===== config.mk =====
export PLATFORM = sky130hd
export DESIGN_NAME = inst_fetch_queue
export DESIGN_NICKNAME = d
export VERILOG_FILES = /design/src/rtl/inst_fetch_queue.sv
export SDC_FILE = /design/constraint.sdc
export NUM_CORES = 1
export LEC_CHECK = 0
export BUFFER_PORTS_ARGS = -buffer_cell sky130_fd_sc_hd__buf_2
export CAP_MARGIN = 30
export CORE_ASPECT_RATIO = 1.25
export CORE_MARGIN = 10
export CORE_UTILIZATION = 47
export CTS_CLUSTER_SIZE = 25
export DETAILED_ROUTE_END_ITERATION = 16
export REMOVE_ABC_BUFFERS = 1
export SLEW_MARGIN = 30
export SYNTH_ARGS = -nofsm -noshare
export SYNTH_HDL_FRONTEND = slang
export SYNTH_SLANG_ARGS = --single-unit

===== constraint.sdc =====
create_clock -name clk -period 10.7 [get_ports clk]
set_clock_uncertainty 0.1 [all_clocks]
set_input_delay 1.07 -clock clk [delete_from_list [all_inputs] [get_ports clk]]
set_output_delay 1.07 -clock clk [all_outputs]
set_load 0.005 [all_outputs]

===== src/rtl/inst_fetch_queue.sv =====
// -----------------------------------------------------------------------------
// inst_fetch_queue
//   Instruction fetch front-end sitting directly upstream of the unified I/D
//   cache. It presents two fetch addresses per request, pcx = fpc and
//   pcy = fpc + 4. It captures up to two hit instructions per ISSUE/CHECK pair.
//   Captured {pc, inst} pairs are buffered in a FIFO for the decoder. A jump
//   flushes the FIFO and redirects the fetch PC.
//
// Ports
//   clk, rst          clock; synchronous active-high reset
//   rdy               global ready; low freezes every register
//   jump_en, jump_pc  redirect request and word-aligned target
//   en_rx, pcx        port-x request enable / address (fetch PC)
//   hitx, instx       port-x hit (registered by the cache) / instruction
//   en_ry, pcy        port-y request enable / address (fetch PC + 4)
//   hity, insty       port-y hit / instruction
//   inst_valid        FIFO head valid
//   inst_out, inst_pc FIFO head instruction / PC
//   inst_ready        decoder pop strobe
// -----------------------------------------------------------------------------
module inst_fetch_queue #(
  parameter int          QUEUE_DEPTH = 8,
  parameter int          QPTR_WIDTH  = 3,
  parameter logic [31:0] RESET_PC    = 32'h0000_0000
) (
  input  logic        clk,
  input  logic        rst,
  input  logic        rdy,
  input  logic        jump_en,
  input  logic [31:0] jump_pc,
  output logic        en_rx,
  output logic [31:0] pcx,
  input  logic        hitx,
  input  logic [31:0] instx,
  output logic        en_ry,
  output logic [31:0] pcy,
  input  logic        hity,
  input  logic [31:0] insty,
  output logic        inst_valid,
  output logic [31:0] inst_out,
  output logic [31:0] inst_pc,
  input  logic        inst_ready
);

  localparam int             CW      = QPTR_WIDTH + 1;
  localparam logic [CW-1:0]  DEPTH_C = CW'(QUEUE_DEPTH);

  typedef enum logic [0:0] {
    ST_ISSUE = 1'b0,
    ST_CHECK = 1'b1
  } state_t;

  state_t                state_r;
  state_t                state_next_s;
  logic [31:0]           fpc_r;
  logic [31:0]           fpc_next_s;
  logic [31:0]           pcy_r;
  logic [31:0]           req_pc_r;
  logic                  en_r;
  logic                  valid_r;
  logic [QPTR_WIDTH-1:0] head_r;
  logic [QPTR_WIDTH-1:0] tail_r;
  logic [QPTR_WIDTH-1:0] tail_plus1_s;
  logic [CW-1:0]         count_r;
  logic [CW-1:0]         count_next_s;
  logic [CW-1:0]         free_s;
  logic                  push_x_s;
  logic                  push_y_s;
  logic                  pop_s;
  logic [31:0]           mem_pc_r   [QUEUE_DEPTH];
  logic [31:0]           mem_inst_r [QUEUE_DEPTH];

  // Next-state, push decision and FIFO bookkeeping.
  always_comb begin
    state_next_s = state_r;
    fpc_next_s   = fpc_r;
    push_x_s     = 1'b0;
    push_y_s     = 1'b0;
    // Room is judged on the count at cycle start, so a same-cycle pop never helps.
    free_s       = DEPTH_C - count_r;
    case (state_r)
      ST_ISSUE: begin
        state_next_s = ST_CHECK;
      end
      ST_CHECK: begin
        state_next_s = ST_ISSUE;
        if (hitx && hity && (free_s >= CW'(2'd2))) begin
          push_x_s   = 1'b1;
          push_y_s   = 1'b1;
          fpc_next_s = req_pc_r + 32'd8;
        end else if (hitx && (free_s >= CW'(1'b1))) begin
          // A lone y hit is dropped to keep program order.
          push_x_s   = 1'b1;
          fpc_next_s = req_pc_r + 32'd4;
        end else begin
          // Miss or full: keep pcx so the cache can fill and hit later.
          fpc_next_s = fpc_r;
        end
      end
      default: begin
        state_next_s = ST_ISSUE;
      end
    endcase
    pop_s        = inst_ready && (count_r != {CW{1'b0}});
    tail_plus1_s = tail_r + QPTR_WIDTH'(1'b1);
    count_next_s = count_r + CW'(push_x_s) + CW'(push_y_s) - CW'(pop_s);
  end

  // FSM state register; a jump always restarts at ISSUE.
  always_ff @(posedge clk) begin
    if (rst) begin
      state_r <= ST_ISSUE;
    end else if (rdy) begin
      if (jump_en) begin
        state_r <= ST_ISSUE;
      end else begin
        state_r <= state_next_s;
      end
    end
  end

  // Fetch address registers and cache request enables.
  always_ff @(posedge clk) begin
    if (rst) begin
      fpc_r    <= RESET_PC;
      pcy_r    <= RESET_PC + 32'd4;
      req_pc_r <= RESET_PC;
      en_r     <= 1'b0;
    end else if (rdy) begin
      en_r <= 1'b1;
      if (jump_en) begin
        fpc_r <= jump_pc;
        pcy_r <= jump_pc + 32'd4;
      end else begin
        fpc_r <= fpc_next_s;
        pcy_r <= fpc_next_s + 32'd4;
        if (state_r == ST_ISSUE) begin
          req_pc_r <= fpc_r;
        end
      end
    end
  end

  // FIFO pointers, occupancy and head-valid flag.
  always_ff @(posedge clk) begin
    if (rst) begin
      head_r  <= {QPTR_WIDTH{1'b0}};
      tail_r  <= {QPTR_WIDTH{1'b0}};
      count_r <= {CW{1'b0}};
      valid_r <= 1'b0;
    end else if (rdy) begin
      if (jump_en) begin
        head_r  <= {QPTR_WIDTH{1'b0}};
        tail_r  <= {QPTR_WIDTH{1'b0}};
        count_r <= {CW{1'b0}};
        valid_r <= 1'b0;
      end else begin
        head_r  <= head_r + QPTR_WIDTH'(pop_s);
        tail_r  <= tail_r + QPTR_WIDTH'(push_x_s) + QPTR_WIDTH'(push_y_s);
        count_r <= count_next_s;
        valid_r <= (count_next_s != {CW{1'b0}});
      end
    end
  end

  // FIFO data storage; contents are only meaningful while inst_valid is set.
  always_ff @(posedge clk) begin
    if (!rst && rdy && !jump_en) begin
      if (push_x_s) begin
        mem_pc_r[tail_r]   <= req_pc_r;
        mem_inst_r[tail_r] <= instx;
      end
      if (push_y_s) begin
        mem_pc_r[tail_plus1_s]   <= req_pc_r + 32'd4;
        mem_inst_r[tail_plus1_s] <= insty;
      end
    end
  end

  assign en_rx      = en_r;
  assign en_ry      = en_r;
  assign pcx        = fpc_r;
  assign pcy        = pcy_r;
  assign inst_valid = valid_r;
  assign inst_out   = mem_inst_r[head_r];
  assign inst_pc    = mem_pc_r[head_r];

endmodule


After elaboration in Yosys (flattened, before gate mapping)
Memories as Yosys holds them, arrays and structs flattened. A register that Yosys moved wholly into a read port is not among the register bits.
Cells that the tools add are included.
{"block": "word_totals", "input_bits": 103, "ff_bits": 109, "memories": 2, "word_cells": 64, "ramBits": 512}
{"memory": "mem_inst_r", "depth": 8, "word_bits": 32, "rd": 1, "rd_ports_with_merged_regs": 1, "wr": 2, "line": "71", "rtl": "logic [31:0] mem_inst_r [QUEUE_DEPTH];"}
{"memory": "mem_pc_r", "depth": 8, "word_bits": 32, "rd": 1, "rd_ports_with_merged_regs": 1, "wr": 2, "line": "70", "rtl": "logic [31:0] mem_pc_r [QUEUE_DEPTH];"}
{"block": "classes", "n_reduce_logical": 11, "bitwise": 2, "magnitude_cmp": 2, "muxes": 26, "n_addsub": 12}
{"op": "$mux W32", "n": 5}
{"op": "$add A32 B3 Y32 const B", "n": 3}
{"op": "$add A32 B4 Y32 const B", "n": 1}
{"op": "$mux W3", "n": 6}
{"op": "$mux W1", "n": 13}
{"op": "$add A3 B1 Y3", "n": 3}
{"op": "$add A4 B1 Y4", "n": 2}
{"op": "$reduce_bool A4 Y1", "n": 2}
{"op": "$logic_and A1 B1 Y1", "n": 6}
{"op": "$ge A4 B1 Y1 const B", "n": 1}
{"op": "$ge A4 B2 Y1 const B", "n": 1}
{"op": "$mux W4", "n": 1}
{"op": "$sub A4 B1 Y4", "n": 1}
{"op": "$sub A4 B4 Y4 const A", "n": 1}
{"op": "$add A3 B1 Y3 const B", "n": 1}
{"op": "$reduce_and A3 Y1", "n": 1}
{"op": "$logic_not A1 Y1", "n": 2}
{"op": "$not A1 Y1", "n": 2}
{"op": "$pmux W1 S2", "n": 1}

Depth between registers and ports, before layout
Gate-level depths: netlist (run 1).
{"block": "logic_depth", "depth_word": 11, "mapped_depth": 17, "depth_no_buf": 15}

Least setup slack after synthesis (run 1)
Ideal clock, no wire load.
{"block": "synth_path", "path_type": "register to register", "from": "reg count_r[1]", "to": "mem mem_inst_r[2][0] (enable)", "arrival_time_ns": 6.714, "period_less_slack_ns": 7.395, "n_path_buf": 1, "stages_incl_launch_ff": 10, "setup_slack_ns": 3.305, "required_ns": 10.018, "cell_sequence": "dfxtp_1 > inv_1 > ha_1 > xnor2_1 > o31ai_1 > a31o_2 > inv_2 > clkbuf_1 > nand3_1 > o31ai_1"}
{"element": "start, declared", "line": "64", "rtl": "logic [CW-1:0] count_r;"}
{"element": "start signal, assigned", "line": "149", "rtl": "count_r <= {CW{1'b0}};"}
{"element": "start signal, assigned", "line": "155", "rtl": "count_r <= {CW{1'b0}};"}
{"element": "start signal, assigned", "line": "160", "rtl": "count_r <= count_next_s;"}
{"element": "end, declared", "line": "71"}

Worst setup path in the final report (run 1)
{"block": "layout_path", "from": "reg req_pc_r[2]", "to": "reg pcy_r[26], in the netlist pcy[26]"}
{"block": "layout_via", "elab_chain_len": 6, "word_cells_on_any_way": 7}
{"element": "start, declared", "line": "58", "rtl": "logic [31:0] req_pc_r;"}
{"element": "start signal, assigned", "line": "138", "rtl": "req_pc_r <= fpc_r;"}
{"element": "$add A32 B3 Y32", "line": "94", "rtl": "fpc_next_s = req_pc_r + 32'd4;"}
{"element": "$mux W32", "line": "91", "rtl": "end else if (hitx && (free_s >= CW'(1'b1))) begin"}
{"element": "$mux W32 (*)", "line": "87", "rtl": "if (hitx && hity && (free_s >= CW'(2'd2))) begin"}
{"element": "$mux W32 (*)", "line": "81", "rtl": "case (state_r)"}
{"element": "$add A32 B3 Y32 (*)", "line": "136", "rtl": "pcy_r <= fpc_next_s + 32'd4;"}
{"element": "$mux W32 (*)", "line": "131", "rtl": "if (jump_en) begin"}
{"element": "end signal, assigned", "line": "126", "rtl": "pcy_r <= RESET_PC + 32'd4;"}
{"element": "end signal, assigned", "line": "133", "rtl": "pcy_r <= jump_pc + 32'd4;"}
{"element": "end signal, assigned", "line": "136"}
{"element": "end, declared", "line": "57", "rtl": "logic [31:0] pcy_r;"}
Mark *: on every way between the ends. The rest lies on a longest branch, timed or not.
A chain may end at the register's enable or synchronous reset.

==> impl_metrics.tcl, run 1 <==
set metrics [dict create \
    outcome "finished clean" \
    r2r_start "req_pc_r[2]$_SDFFE_PP0P_" \
    routabilityCongestion 0.865 \
    holdCritPathClass "reg2reg" \
    cellLeakagePower_nw 13.8 \
    io_buffer_count 233 \
    die_h_um 318 \
    worstPathArrival_ns 5.63 \
    drc_errors 0 \
    cp_top_family "simple AND/OR/NAND/NOR gates" \
    hold_violations 0 \
    crit_required_ns 11.10 \
    cp-end-kind "flop" \
    drive_gt1_share_pct 19.4 \
    vdd_ir_drop_max_mv 0.107 \
    ys_ff_latch 622 \
    finalCritPeriodShare_pct 48.8 \
    synth_area_um2 33400 \
    clock-sinks 622 \
    dr_total_vias 24700 \
    viasPerCell 5.86 \
    crit_chain "ha_1 -> nand2_1 -> nor2_2 -> nand3_1 -> a211o_1 -> a31oi_1 -> nand2b_1 -> or2_1 -> or3_1 -> a211o_1" \
    whs_ns 0.360 \
    start_util_pct 47.3 \
    ios 234 \
    min_from "pcy[12]$_SDFFE_PP0P_" \
    detail_route.wl_per_cell_um 24.4 \
    cts_max_level 3 \
    clk-insertion-delay-late_ns 0.62 \
    ctsResizeCount 0 \
    clock_path_buffers 3 \
    coreArea_um2 70500 \
    first_global_vias 24900 \
    routed_wl_um 103000 \
    area_delta_synth_final_pct 10.8 \
    worst_path_most_repeated_cell "a211o_1" \
    initialDrtViolationCount 2455 \
    diodes 0 \
    synth_edf_count 512 \
    postRouteAntennaNets 0 \
    slew_violations 0 \
    cts_buffers 66 \
    seq_area_frac_synth_pct 52.7 \
    setup-tns-final_ns 0 \
    synth_top_flop_cell "edfxtp_1" \
    clk_pin_slew_ns 0.07 \
    drt_pass1_iterations 8 \
    worst-path-buf-inv 0 \
    hpwl_um 61700 \
    worst_setup_path_start_kind "flop" \
    rows 109 \
    fin_crit_ns 5.22 \
    synth_cell_type_count 100 \
    cp_slowest_cell "dfxtp_1" \
    final_cells 4205 \
    max_freq_mhz 192 \
    drv_cap 0 \
    yosysWarningCount 0 \
    grt_pass1_wl_um 154000 \
    setup_viol 0 \
    critical_path_class "reg2reg" \
    fillers 6214 \
    synth_cells 3186 \
    grt_max_degree 92 \
    fp.dieW_um 258 \
    power_per_cell_area_nw_per_um2 143 \
    dp_cells 4088 \
    startpoint "req_pc_r[2]$_SDFFE_PP0P_" \
    antenna_found_initial 0 \
    cts-root-buf "clkbuf_16" \
    grt.total_usage_pct 24.5 \
    cts_tree "yes" \
    worstMarginPinSlew_ns 1.00 \
    ys_async_sr_fraction_pct 0 \
    overflow 0 \
    dieArea_um2 82100 \
    cts_setup_buffers 0 \
    finalNetCount 3335 \
    maxSlewHeadroom_pct 33.1 \
    synth_area_per_cell_um2 10.5 \
    crit_fanout 16 \
    postCtsHoldBufs 0 \
    rsz0062_at_grt "no" \
    cp_slowest_stage_delay_ns 0.89 \
]
[cell families after synthesis]
group	after synthesis	share of synthesized area [%]
AND/OR/NAND/NOR	1475	18.8
flip-flops	622	52.7
buffers and inverters	331	4.42
AO/OA/AOI/OAI	298	5.91
XOR/XNOR	230	6.10
multiplexers	212	11.4
adder cells (fa/ha/maj)	18	0.742
[final cells by class]
cell class	instances	area [µm²]	share of cell area, %
clock buffers	83	1780	4.81
clock inverters	33	314	0.849
inverters	25	93.8	0.254
multi-input cells	2233	14500	39.3
flip-flops and latches	622	17600	47.6
well taps	943	1180	3.19
repair buffers	266	1490	4.04
[power by group]
group	leakage (nW)	internal [mW]	total [mW]	switching, mW
registers	5.63	2.63	2.67	0.0374
logic	7.14	0.116	0.313	0.197
clock network	1.02	1.32	2.29	0.968
[synthesized netlist by cell type (all sizes together), types with 4 or more instances]
cell / n / area share, %
nor3b: 6 / 0.22
a21boi: 6 / 0.15
nand2: 1045 / 12
nand3: 45 / 0.76
nor4: 17 / 0.38
ha: 15 / 0.56
o221ai: 4 / 0.10
or3: 22 / 0.44
dfxtp: 110 / 6.6
mux2i: 19 / 0.57
nand4: 27 / 0.58
and2: 14 / 0.27
o21a: 4 / 0.090
o211a: 4 / 0.12
a22oi: 8 / 0.18
and3: 17 / 0.32
or4: 5 / 0.12
nor3: 31 / 0.63
a221oi: 6 / 0.16
and4: 8 / 0.21
xor2: 114 / 3.0
or2: 4 / 0.075
inv: 25 / 0.28
a31oi: 6 / 0.11
a21o: 4 / 0.090
clkbuf: 187 / 2.1
edfxtp: 512 / 46
o211ai: 10 / 0.22
mux2: 65 / 2.2
nor2: 211 / 2.4
a211oi: 29 / 0.67
a311oi: 6 / 0.16
a21oi: 75 / 1.1
nand2b: 9 / 0.17
mux4: 128 / 8.6
buf: 119 / 2.0
o22ai: 9 / 0.17
xnor2: 116 / 3.1
o31ai: 7 / 0.21
o21ai: 87 / 1.4
[worst min-delay path: stages (launching register included)]
cell and delay [ns]:
dfxtp_1 0.31, nand2_1 0.06, a21oi_1 0.05
[layer usage]
layer  global-route usage, %  vias to the layer above  wire length [µm]
met5                       0                        -                 0
met4                    8.54                        0              2810
met3                    4.18                      163              8660
met2                    41.7                     1202             50600
met1                    30.9                    12200             40600
li1                        -                    11100                 -
[sequential cells by signal, indices dropped and copies added, names as in the netlist, named ones only]
register	flops
tail_r	3
pcx	32
mem_pc_r	256
count_r	4
head_r	3
state_r	1
req_pc_r	32
inst_valid	1
en_rx	1
pcy	30
mem_inst_r	256
[cell usage in the layout, fill, tap and decap left out, types with 14 or more instances in the layout]
cell type	n
or3_1	17
buf_4	26
nand3_1	37
a211oi_1	28
xor2_1	113
o21ai_0	77
buf_2	231
mux2i_1	19
ha_1	15
clkbuf_16	69
edfxtp_1	512
nor3_1	21
xnor2_1	113
nand2_1	1043
inv_1	22
dfxtp_1	107
a21oi_1	73
nor2_1	206
mux2_2	64
nand4_1	23
mux4_2	128
clkbuf_1	14
[per-stage QoR]
stage	cell area [µm²]	setup WS [ns]	util, %	total power [mW]
floorplan	32000	3.30	-	2.88
detailed placement	34800	5.58	49.4	3.03
global route	37000	5.14	52.4	5.43
finish	37000	5.48	52.4	5.27
CTS	36900	5.60	52.4	5.30
global placement	34800	5.64	49.3	3.02
[worst paths after layout]
check,cells past startpoint,slack [ns],end
worst max-delay path,10,5.48,pcy[26]$_SDFFE_PP0P_
worst min-delay path,2,0.36,pcy[12]$_SDFFE_PP0P_
worst max register to register,10,5.48,pcy[26]$_SDFFE_PP0P_
worst min register to register,2,0.36,pcy[12]$_SDFFE_PP0P_
(Power assumes the default switching activity.)
==> run 2: changes to the inputs <==
==> constraint.sdc (replaced) <==
create_clock -name clk -period 4.9 [get_ports clk]
set_clock_uncertainty 0.1 [all_clocks]
set_input_delay 0.49 -clock clk [delete_from_list [all_inputs] [get_ports clk]]
set_output_delay 0.49 -clock clk [all_outputs]
set_load 0.005 [all_outputs]
==> impl_metrics.tcl, run 2 (same netlist as run 1, synthesis figures left out) <==
set metrics [dict create \
    outcome "finished clean" \
    place_ws_ns 0.518 \
    finalCritPeriodShare_pct 90.8 \
    drc_errors 0 \
    drv_cap 0 \
    top_regs "mem_inst_r x256, mem_pc_r x256" \
    grt_pass1_wl_um 158000 \
    crit_required_ns 5.30 \
    holdCritPathClass "in2reg" \
    fin_crit_ns 4.45 \
    postRouteAntennaNets 0 \
    hpwl_um 65400 \
    hold_violations 0 \
    initialDrtViolationCount 2360 \
    dr_total_vias 25000 \
    dieArea_um2 82100 \
    coreArea_um2 70500 \
    power_per_cell_area_nw_per_um2 305 \
    whs_ns 0.131 \
    cts_buffers 69 \
    die_h_um 318 \
    worst_path_most_repeated_cell "buf_4" \
    cts_setup_buffers 0 \
    vdd_ir_drop_max_mv 0.387 \
    clock-sinks 622 \
    setup_viol 0 \
    mostFrequentLayoutCells "1043 x nand2_1, 512 x edfxtp_1, 231 x buf_2" \
    layout_commonest_cell "nand2_1" \
    cp_slowest_cell "a21o_1" \
    io_buffer_count 233 \
    critical_path_class "reg2reg" \
    p_int_mw 8.81 \
    layout_setup_ws_ns 0.452 \
    cts-root-buf "clkbuf_16" \
    routabilityCongestion 0.913 \
    worstMarginPinSlew_ns 0.996 \
    power.switching_mw 2.67 \
    pwr-share-clk_pct 43.1 \
    first_global_vias 25500 \
    fp.dieW_um 258 \
    reg2regPathDepth 14 \
    antenna_found_initial 4 \
    maxSlewHeadroom_pct 33.6 \
    pwr-share-seq_pct 50.6 \
    worstPathArrival_ns 4.84 \
    grt_max_degree 86 \
    slew_violations 0 \
    max_freq_mhz 225 \
    area_delta_synth_final_pct 12.6 \
    drt_pass1_iterations 6 \
    ctsResizeCount 0 \
    finalNetCount 3399 \
    holdPathStages 2 \
    setup-tns-final_ns 0 \
    cts_max_level 3 \
    viasPerCell 5.86 \
    clk_pin_slew_ns 0.06 \
    rows 109 \
    p_sw_share_pct 23.3 \
    crit_chain "inv_1 -> ha_1 -> nor2b_1 -> buf_4 -> xnor2_2 -> a21o_1 -> inv_2 -> buf_4 -> a211oi_1 -> a22oi_1 -> nand4b_4 -> or3_4 -> or3_1 -> a211o_1" \
    crit_fanout 17 \
    start_util_pct 47.3 \
    postCtsHoldBufs 0 \
    cp_slowest_stage_delay_ns 0.52 \
    cellLeakagePower_nw 14.1 \
    power_frac_comb_pct 6.3 \
    drive_gt1_share_pct 20.7 \
    clock_path_buffers 3 \
    clk-insertion-delay-late_ns 0.61 \
    detail_route.wl_per_cell_um 24.5 \
    worst_setup_path_start_kind "flop" \
    grt.total_usage_pct 25.1 \
    routed_wl_um 105000 \
    cp-end-kind "flop" \
    overflow 0 \
    ios 234 \
    cts_tree "yes" \
    rsz0062_at_grt "no" \
]
run 2: cell count changes in the layout (fill, tap and decap cells not counted), moves of 5 or more:
cell	delta
clkbuf_1	+5
buf_6	-6
bufinv_16	-5
buf_4	+51
buf_12	+17
run 2: power by group through the flow:
stage	registers (mW)	clock network [mW]	logic [mW]
5_1_grt	5.81	5.21	0.802
6_report	5.81	4.95	0.725
4_1_cts	5.81	5.01	0.721
3_3_place_gp	5.92	0	0.698
2_1_floorplan	5.92	0	0.367
3_5_place_dp	5.92	0	0.717
run 2: worst max-delay path: cells and delay by family, from the launching register on:
family | cells | cell delay [ns]
AOI/OAI and AO/OA | 4 | 1.18
xor gates and xnor gates | 1 | 0.33
adders and majority gates | 1 | 0.20
buffers and inverters | 4 | 0.70
DFF | 1 | 0.45
and+or+nand+nor | 4 | 1.36
run 2: metrics by stage:
stage	std cells	cell area (µm²)	utilization [%]	power (mW)
after CTS	4271	37500	53.2	11.5
after global routing	4275	37600	53.3	11.8
final	4275	37600	53.3	11.5
after global placement	4148	35400	50.2	6.61
after floorplan	2880	32000	-	6.28
after detailed placement	4149	35400	50.3	6.63
run 2: area by class of cell:
class / instances / area, µm²
Clock inverter: 29 / 184
Clock buffer: 93 / 1910
Antenna cell: 3 / 7.51
Timing Repair Buffer: 327 / 2120
Fill cell: 6169 / 32900
Tap cell: 943 / 1180
Multi-Input combinational cell: 2233 / 14500
Inverter: 25 / 93.8
Sequential cell: 622 / 17600
run 2: routing by layer:
layer  routed length [µm]  GRT usage (%)  vias up
met3                 8630           4.41      198
li1                     -              -    11200
met4                 2930           8.57        2
met5                   19              0        -
met1                40800           31.3    12400
met2                52300           43.1     1219
run 2: path summary, 6_finish.rpt:
kind / start / end / slack (ns)
worst min-delay path: rst / pcx[28]$_SDFFE_PP0P_ / 0.13
worst max register to register: count_r[1]$_SDFFE_PP0P_ / pcy[26]$_SDFFE_PP0P_ / 0.45
worst min register to register: pcy[2]$_SDFFE_PP1P_ / pcy[2]$_SDFFE_PP1P_ / 0.37
worst max-delay path: count_r[1]$_SDFFE_PP0P_ / pcy[26]$_SDFFE_PP0P_ / 0.45
